### src/rtl/ins_fetch_pkg.sv
`default_nettype none
// ============================================================================
// Module      : ins_fetch_pkg
// Description : Shared definitions for the instruction-fetch stage:
//               instruction length, PC step, FSM state encoding and the
//               per-entry fault/interrupt tag record.
// Revision    : 1.0 - initial release
// ============================================================================
package ins_fetch_pkg;

    localparam int          ILEN    = 32;
    localparam int unsigned PC_STEP = 4;

    // Fetch FSM encoding
    localparam int          STATE_W  = 2;
    localparam logic [1:0]  ST_ISSUE = 2'd0;
    localparam logic [1:0]  ST_WAIT  = 2'd1;
    localparam logic [1:0]  ST_KILL  = 2'd2;
    localparam logic [1:0]  ST_HALT  = 2'd3;

    // Tag record carried alongside every queued instruction. The full
    // queue entry is {ins[ILEN], pc[IADDR_W], tags}; the PC width is a
    // per-instance parameter, so the entry is packed in the top level.
    typedef struct packed {
        logic acc_fault;
        logic page_fault;
        logic addr_mis;
        logic int_acc;
    } fetch_tags_t;

    localparam int TAGS_W = $bits(fetch_tags_t);

    // True when the entry terminates the fetch stream
    function automatic logic tags_fault(input fetch_tags_t t);
        return t.acc_fault | t.page_fault | t.addr_mis;
    endfunction

endpackage
`default_nettype wire

### src/rtl/fetch_queue.sv
`default_nettype none
// ============================================================================
// Module      : fetch_queue
// Description : Small synchronous FIFO (power-of-two depth) with a
//               synchronous clear. Push and pop may happen in the same
//               cycle; when full, a same-cycle pop frees the slot for the
//               push. The head entry is read straight from storage
//               registers, so data_o has no combinational path from data_i.
// Ports       : clk, rst      - clock, synchronous active-high reset
//               clr_i         - drop all entries (wins over push/pop)
//               push_i/data_i - write an entry
//               pop_i         - remove the head entry
//               data_o        - head entry
//               full_o/empty_o- occupancy flags
// Revision    : 1.0 - initial release
// ============================================================================
module fetch_queue #(
    parameter int WIDTH = 8,
    parameter int DEPTH = 2
) (
    input  logic             clk,
    input  logic             rst,
    input  logic             clr_i,
    input  logic             push_i,
    input  logic [WIDTH-1:0] data_i,
    input  logic             pop_i,
    output logic [WIDTH-1:0] data_o,
    output logic             full_o,
    output logic             empty_o
);

    localparam int PTR_W = (DEPTH > 1) ? $clog2(DEPTH) : 1;
    localparam int CNT_W = $clog2(DEPTH + 1);

    logic [WIDTH-1:0] mem_q [DEPTH];
    logic [PTR_W-1:0] wr_ptr_q;
    logic [PTR_W-1:0] rd_ptr_q;
    logic [CNT_W-1:0] count_q;

    logic w_do_pop;
    logic w_do_push;

    assign empty_o   = (count_q == '0);
    assign full_o    = (count_q == CNT_W'(DEPTH));
    assign w_do_pop  = pop_i & ~empty_o;
    assign w_do_push = push_i & (~full_o | w_do_pop);
    assign data_o    = mem_q[rd_ptr_q];

    // Pointers wrap naturally because DEPTH is a power of two
    always_ff @(posedge clk) begin
        if (rst || clr_i) begin
            wr_ptr_q <= '0;
            rd_ptr_q <= '0;
            count_q  <= '0;
        end else begin
            if (w_do_push) begin
                wr_ptr_q <= wr_ptr_q + PTR_W'(1);
            end
            if (w_do_pop) begin
                rd_ptr_q <= rd_ptr_q + PTR_W'(1);
            end
            count_q <= count_q + CNT_W'(w_do_push) - CNT_W'(w_do_pop);
        end
    end

    always_ff @(posedge clk) begin
        if (rst) begin
            for (int i = 0; i < DEPTH; i++) begin
                mem_q[i] <= '0;
            end
        end else if (w_do_push && !clr_i) begin
            mem_q[wr_ptr_q] <= data_i;
        end
    end

endmodule
`default_nettype wire

### src/rtl/ins_fetch.sv
`default_nettype none
// ============================================================================
// Module      : ins_fetch
// Description : Instruction-fetch stage. Holds the PC, issues one fetch at
//               a time on the instruction bus and buffers results in a
//               2-entry queue toward ID. Redirects on pipeline flush, tags
//               fetch faults / misalignment and interrupt acceptance on
//               delivered instructions.
// Ports       : clk, rst                - clock, synchronous active-high reset
//               pip_flush, flush_pc     - redirect request and target
//               int_req                 - interrupt pending
//               ibus_req, ibus_addr     - fetch request (held until ack)
//               ibus_ack, ibus_rdata,
//               ibus_acc_fault,
//               ibus_page_fault         - fetch response
//               id_valid, id_ready      - head handshake toward ID
//               id_ins, id_pc, id_*     - head instruction, PC and tags
// Revision    : 1.0 - initial release
// ============================================================================
module ins_fetch
    import ins_fetch_pkg::*;
#(
    parameter int                 IADDR_W  = 32,
    parameter logic [IADDR_W-1:0] RESET_PC = '0,
    parameter int                 QDEPTH   = 2
) (
    input  logic               clk,
    input  logic               rst,
    input  logic               pip_flush,
    input  logic [IADDR_W-1:0] flush_pc,
    input  logic               int_req,
    output logic               ibus_req,
    output logic [IADDR_W-1:0] ibus_addr,
    input  logic               ibus_ack,
    input  logic [ILEN-1:0]    ibus_rdata,
    input  logic               ibus_acc_fault,
    input  logic               ibus_page_fault,
    output logic               id_valid,
    input  logic               id_ready,
    output logic [ILEN-1:0]    id_ins,
    output logic [IADDR_W-1:0] id_pc,
    output logic               id_acc_fault,
    output logic               id_page_fault,
    output logic               id_addr_mis,
    output logic               id_int_acc
);

    localparam int ENTRY_W = ILEN + IADDR_W + TAGS_W;

    logic [STATE_W-1:0] state_q, state_d;
    logic [IADDR_W-1:0] pc_q, pc_d;
    logic               req_q, req_d;
    logic               kill_q, kill_d;
    logic               int_sticky_q, int_sticky_d;

    logic               w_push;
    logic [ILEN-1:0]    w_push_ins;
    fetch_tags_t        w_push_tags;
    logic [ENTRY_W-1:0] w_push_entry;
    logic [ENTRY_W-1:0] w_head;
    logic               w_full;
    logic               w_empty;
    logic               w_pop;
    logic               w_slot_free;
    logic               w_int_tag;
    logic               w_outstanding;
    fetch_tags_t        w_head_tags;

    assign w_pop       = ~w_empty & id_ready;
    // Only ISSUE uses this, where nothing is in flight, so a slot that is
    // free now (or freed by this cycle's pop) is guaranteed at ack time.
    assign w_slot_free = ~w_full | w_pop;
    assign w_int_tag   = int_req & ~int_sticky_q;

    // A bus response is still owed after this cycle: either nothing came
    // back, or what came back was the stale ack being absorbed by kill_q.
    assign w_outstanding = ((state_q == ST_WAIT) || (state_q == ST_KILL)) &&
                           !(ibus_ack && !kill_q);

    always_comb begin
        state_d      = state_q;
        pc_d         = pc_q;
        req_d        = req_q;
        kill_d       = kill_q;
        int_sticky_d = int_sticky_q;
        w_push       = 1'b0;
        w_push_ins   = '0;
        w_push_tags  = '0;

        case (state_q)
            ST_ISSUE: begin
                if (w_slot_free) begin
                    if (pc_q[1:0] != 2'b00) begin
                        w_push               = 1'b1;
                        w_push_tags.addr_mis = 1'b1;
                        state_d              = ST_HALT;
                    end else begin
                        req_d   = 1'b1;
                        state_d = ST_WAIT;
                    end
                end
            end
            ST_WAIT: begin
                if (ibus_ack) begin
                    if (kill_q) begin
                        // Late response to a request abandoned by reset;
                        // keep the request up for the real answer.
                        kill_d = 1'b0;
                    end else begin
                        req_d                  = 1'b0;
                        w_push                 = 1'b1;
                        w_push_ins             = ibus_rdata;
                        w_push_tags.acc_fault  = ibus_acc_fault;
                        w_push_tags.page_fault = ibus_page_fault;
                        if (ibus_acc_fault || ibus_page_fault) begin
                            state_d = ST_HALT;
                        end else begin
                            w_push_tags.int_acc = w_int_tag;
                            int_sticky_d        = int_sticky_q | w_int_tag;
                            pc_d                = pc_q + IADDR_W'(PC_STEP);
                            state_d             = ST_ISSUE;
                        end
                    end
                end
            end
            ST_KILL: begin
                if (ibus_ack) begin
                    if (kill_q) begin
                        kill_d = 1'b0;
                    end else begin
                        state_d = ST_ISSUE;
                    end
                end
            end
            default: begin
                // ST_HALT: wait for a redirect
            end
        endcase

        if (pip_flush) begin
            pc_d         = flush_pc;
            req_d        = 1'b0;
            w_push       = 1'b0;
            int_sticky_d = 1'b0;
            state_d      = w_outstanding ? ST_KILL : ST_ISSUE;
        end
    end

    always_ff @(posedge clk) begin
        if (rst) begin
            state_q      <= ST_ISSUE;
            pc_q         <= RESET_PC;
            req_q        <= 1'b0;
            // An in-flight request at reset still gets an ack from the bus
            kill_q       <= req_q;
            int_sticky_q <= 1'b0;
        end else begin
            state_q      <= state_d;
            pc_q         <= pc_d;
            req_q        <= req_d;
            kill_q       <= kill_d;
            int_sticky_q <= int_sticky_d;
        end
    end

    assign w_push_entry = {w_push_ins, pc_q, w_push_tags};

    fetch_queue #(
        .WIDTH (ENTRY_W),
        .DEPTH (QDEPTH)
    ) u_queue (
        .clk     (clk),
        .rst     (rst),
        .clr_i   (pip_flush),
        .push_i  (w_push),
        .data_i  (w_push_entry),
        .pop_i   (w_pop),
        .data_o  (w_head),
        .full_o  (w_full),
        .empty_o (w_empty)
    );

    assign ibus_req  = req_q;
    assign ibus_addr = pc_q;

    // Head fields are forced to zero when the queue is empty so stale
    // storage never shows on the ID interface.
    assign w_head_tags   = w_empty ? '0 : fetch_tags_t'(w_head[TAGS_W-1:0]);
    assign id_valid      = ~w_empty;
    assign id_ins        = w_empty ? '0 : w_head[ENTRY_W-1 -: ILEN];
    assign id_pc         = w_empty ? '0 : w_head[TAGS_W +: IADDR_W];
    assign id_acc_fault  = w_head_tags.acc_fault;
    assign id_page_fault = w_head_tags.page_fault;
    assign id_addr_mis   = w_head_tags.addr_mis;
    assign id_int_acc    = w_head_tags.int_acc;

endmodule
`default_nettype wire
### config.mk
export PLATFORM = sky130hd
export DESIGN_NAME = ins_fetch
export DESIGN_NICKNAME = d
export VERILOG_FILES = /design/src/rtl/ins_fetch_pkg.sv /design/src/rtl/fetch_queue.sv /design/src/rtl/ins_fetch.sv
export SDC_FILE = /design/constraint.sdc
export NUM_CORES = 1
export LEC_CHECK = 0
export CAP_MARGIN = 20
export CORE_UTILIZATION = 52
export DETAILED_ROUTE_END_ITERATION = 6
export PLACE_DENSITY = 0.76
export SETUP_SLACK_MARGIN = 0.02
export SLEW_MARGIN = 20
export SYNTH_ARGS = -nofsm -noshare
export SYNTH_HDL_FRONTEND = slang
export SYNTH_SLANG_ARGS = --single-unit
export TNS_END_PERCENT = 10
### constraint.sdc
create_clock -name clk -period 4.15 [get_ports clk]
set_clock_uncertainty 0.15 [all_clocks]
set_input_delay 1.0375 -clock clk [delete_from_list [all_inputs] [get_ports clk]]
set_output_delay 1.0375 -clock clk [all_outputs]
set_load 0.01 [all_outputs]
==> metrics.txt <==
Synth Area in Adders 0.8542%; largest net degree at the start of global routing 70; Hold Path Class reg -> reg; run status finished clean; Leak Pwr 0.004250 uW; area of the die 17430 sq um; vias per cell 5.526; worst skew pair latency 430 ps; initial antenna violation count 0; post-synthesis simple-gate area fraction 19.86%; Post-synth EDFFs 137; Synth Area per Inst 11.37 sq um; post-synthesis compound-gate area fraction 3.986%; fmax 0.2834 GHz; global route total overflow 0; post-synth top area share 46.81%; Syn Nets 851; Std-Cell Rows 47; commonest register cell after synthesis edfxtp_1; die width 132.0 um; Routed Wire Length 20.61 mm; Final Wtd Congestion 0.8474; Vias 6250; die height 132.0 um; DRT Pass-1 Iters 5; setup bufs post-CTS 0; most frequent cell after synthesis edfxtp_1; cells after synthesis 773; placed wire-length estimate 13.92 mm; # setup viols final 0; Residual DRC 0; hold buffers post-CTS 0; Ports 174; Core Box Area 16520 sq um; worst setup margin 621.5 ps; max_slew headroom 51.13%; dominant cells by area after synthesis edfxtp_1 47%, dfxtp_1 9.3%, mux2i_1 9.3%, and3_1 5.0%, and2_1 4.7%; CTS Buf Count 17; CP startpoint kind flip-flop; min Tclk post-route 3529 ps; area delta synth->final 26.17%; RSZ-0062 raised after global routing no; CTS tree done; WL/cell 18.23 um; #FFs+latches synth 178; worst vdd ir 0.2872 mV; vias in the first global route 6251; main combinational cell family by area after synthesis simple AND/OR/NAND/NOR gates; maximum clock path buffer count 2; proportion of synthesized area in mux cells 9.468%; port buffer count 173; Initial Util 53.18%; area leader, netlist edfxtp_1; Post-Place Worst Slack 592.2 ps; Setup crit end kind output port; number of max-cap violations 0; GR Util All Layers 24.40%; first-pass GRT wire length 32.73 mm; cell area after synthesis 8788 sq um; fin. max-slew vios 0; Routed Antenna Nets 0; Final #Nets 976; Clk pin slew, worst setup/hold paths 70 ps; Critical Path AT 2340 ps; PD cells 372.4 nW/um^2; xor/xnor cell area share of the yosys netlist 2.990%; synth unique cells 53; # resized after CTS 0; Req. time, crit path 2960 ps; fraction of registers with async set/reset 0%; Fin. Hold Viols 0; CP Class reg -> out; post-synthesis sequential area ratio 56.15%; Worst-Margin Slew 731.5 ps; layout cells sized above 1 7.464%; CTS Root Cell clkbuf_16; Initial DRC Count 424; H-tree Lvls 4; peak fanout along the critical path 30; Ant. Diodes 0; Final period util 85.02%; Synth top cells by count 137 x edfxtp_1, 93 x nor2_1, 82 x mux2i_1, 70 x and3_1, 66 x and2_1; clock sink total 178; setup_tns 0 ps; Synth Warn # 0
==> layout make-up <==
cell class,instances,area [sq um]
repair buffers,188,1909
fillers,1226,5436
clock buffers,17,425.4
multi-input cells,484,3298
well taps,220,275.3
flip-flops and latches,178,4938
clock inverters,15,132.6
inverters,29,108.9
==> sequential cells by signal (all words and copies together), names as in the netlist, named ones only <==
name and cells:
u_queue.mem_q 136, u_queue.wr_ptr_q 1, int_sticky_q 1, ibus_req 1
kill_q 1, ibus_addr 32, u_queue.rd_ptr_q 1, u_queue.count_q 2
state_q 2
==> placed cells by master (no fill, tap or decap), types with 2 or more instances in the layout <==
cell / instances
clkdlybuf4s50_1: 172
edfxtp_1: 137
nor2_1: 92
mux2i_1: 82
and3_1: 70
and2_1: 66
dfxtp_1: 40
inv_1: 29
a21oi_1: 21
nor3_1: 18
clkbuf_16: 17
o21a_1: 16
xnor2_1: 15
xor2_1: 15
nand2_1: 11
nand3_1: 10
buf_4: 10
nor4_1: 8
nand4_1: 7
ha_1: 6
nor2b_1: 4
o21ai_0: 4
inv_6: 4
clkinvlp_4: 4
clkinv_2: 4
buf_12: 4
nor2_4: 3
and4_1: 3
nor3b_1: 2
a21o_1: 2
a21o_4: 2
nand3b_1: 2
a21boi_0: 2
or3_1: 2
nor4_4: 2
clkinv_4: 2
==> worst max-delay path, cell delays in order, from the launching register on <==
cell	delay, ps
dfxtp_4	710
buf_4	350
mux2i_1	100
nor2_1	180
clkdlybuf4s50_1	570
==> metal layers <==
layer	track usage, %	wire [um]	vias up
li1	-	-	2945
met1	32.46	9179	3046
met2	40.30	9939	233
met3	4.498	1111	26
met4	8.269	384	0
met5	0	0	-
==> cells by family (layout without fill, tap and decap cells) <==
group / Yosys count / count (layout)
and+or+nand+nor: 311 / 311
DFF: 178 / 178
buffers and inverters: 111 / 249
muxes: 83 / 83
AOI/OAI and AO/OA: 54 / 54
xor gates and xnor gates: 30 / 30
adders and majority gates: 6 / 6
==> final timing paths <==
path	startpoint	to	slack, ps	depth (start not counted)
setup reg to reg	state_q[1]	u_queue.mem_q[1][57]	1460	7
setup / recovery	flip-flop	id_pc[25]	620	4
hold / removal	int_sticky_q	int_sticky_q	360	2
hold reg to reg	int_sticky_q	int_sticky_q	360	2
==> where the power goes <==
| part | total, uW | internal [uW] | switching [uW] |
|---|---|---|---|
| Combinational | 514 | 247 | 266 |
| Clock | 1520 | 830 | 692 |
| Sequential | 2090 | 2030 | 67.1 |
| Total | 4130 | 3100 | 1030 |
==> metrics by stage <==
stage / instances / hold WS, ps / utilization (%) / instance area [sq um] / power [uW]
floorplan: 773 / 310.1 / - / 8788 / 2405
global placement: 1097 / 322.4 / 63.44 / 10480 / 2620
detailed placement: 1099 / 337.1 / 63.72 / 10530 / 2644
CTS: 1131 / 357.5 / 67.10 / 11090 / 4143
global route: 1131 / 385.9 / 67.10 / 11090 / 4267
finish: 1131 / 355.7 / 67.10 / 11090 / 4129
Note: power is estimated with default switching activity, not from simulation.
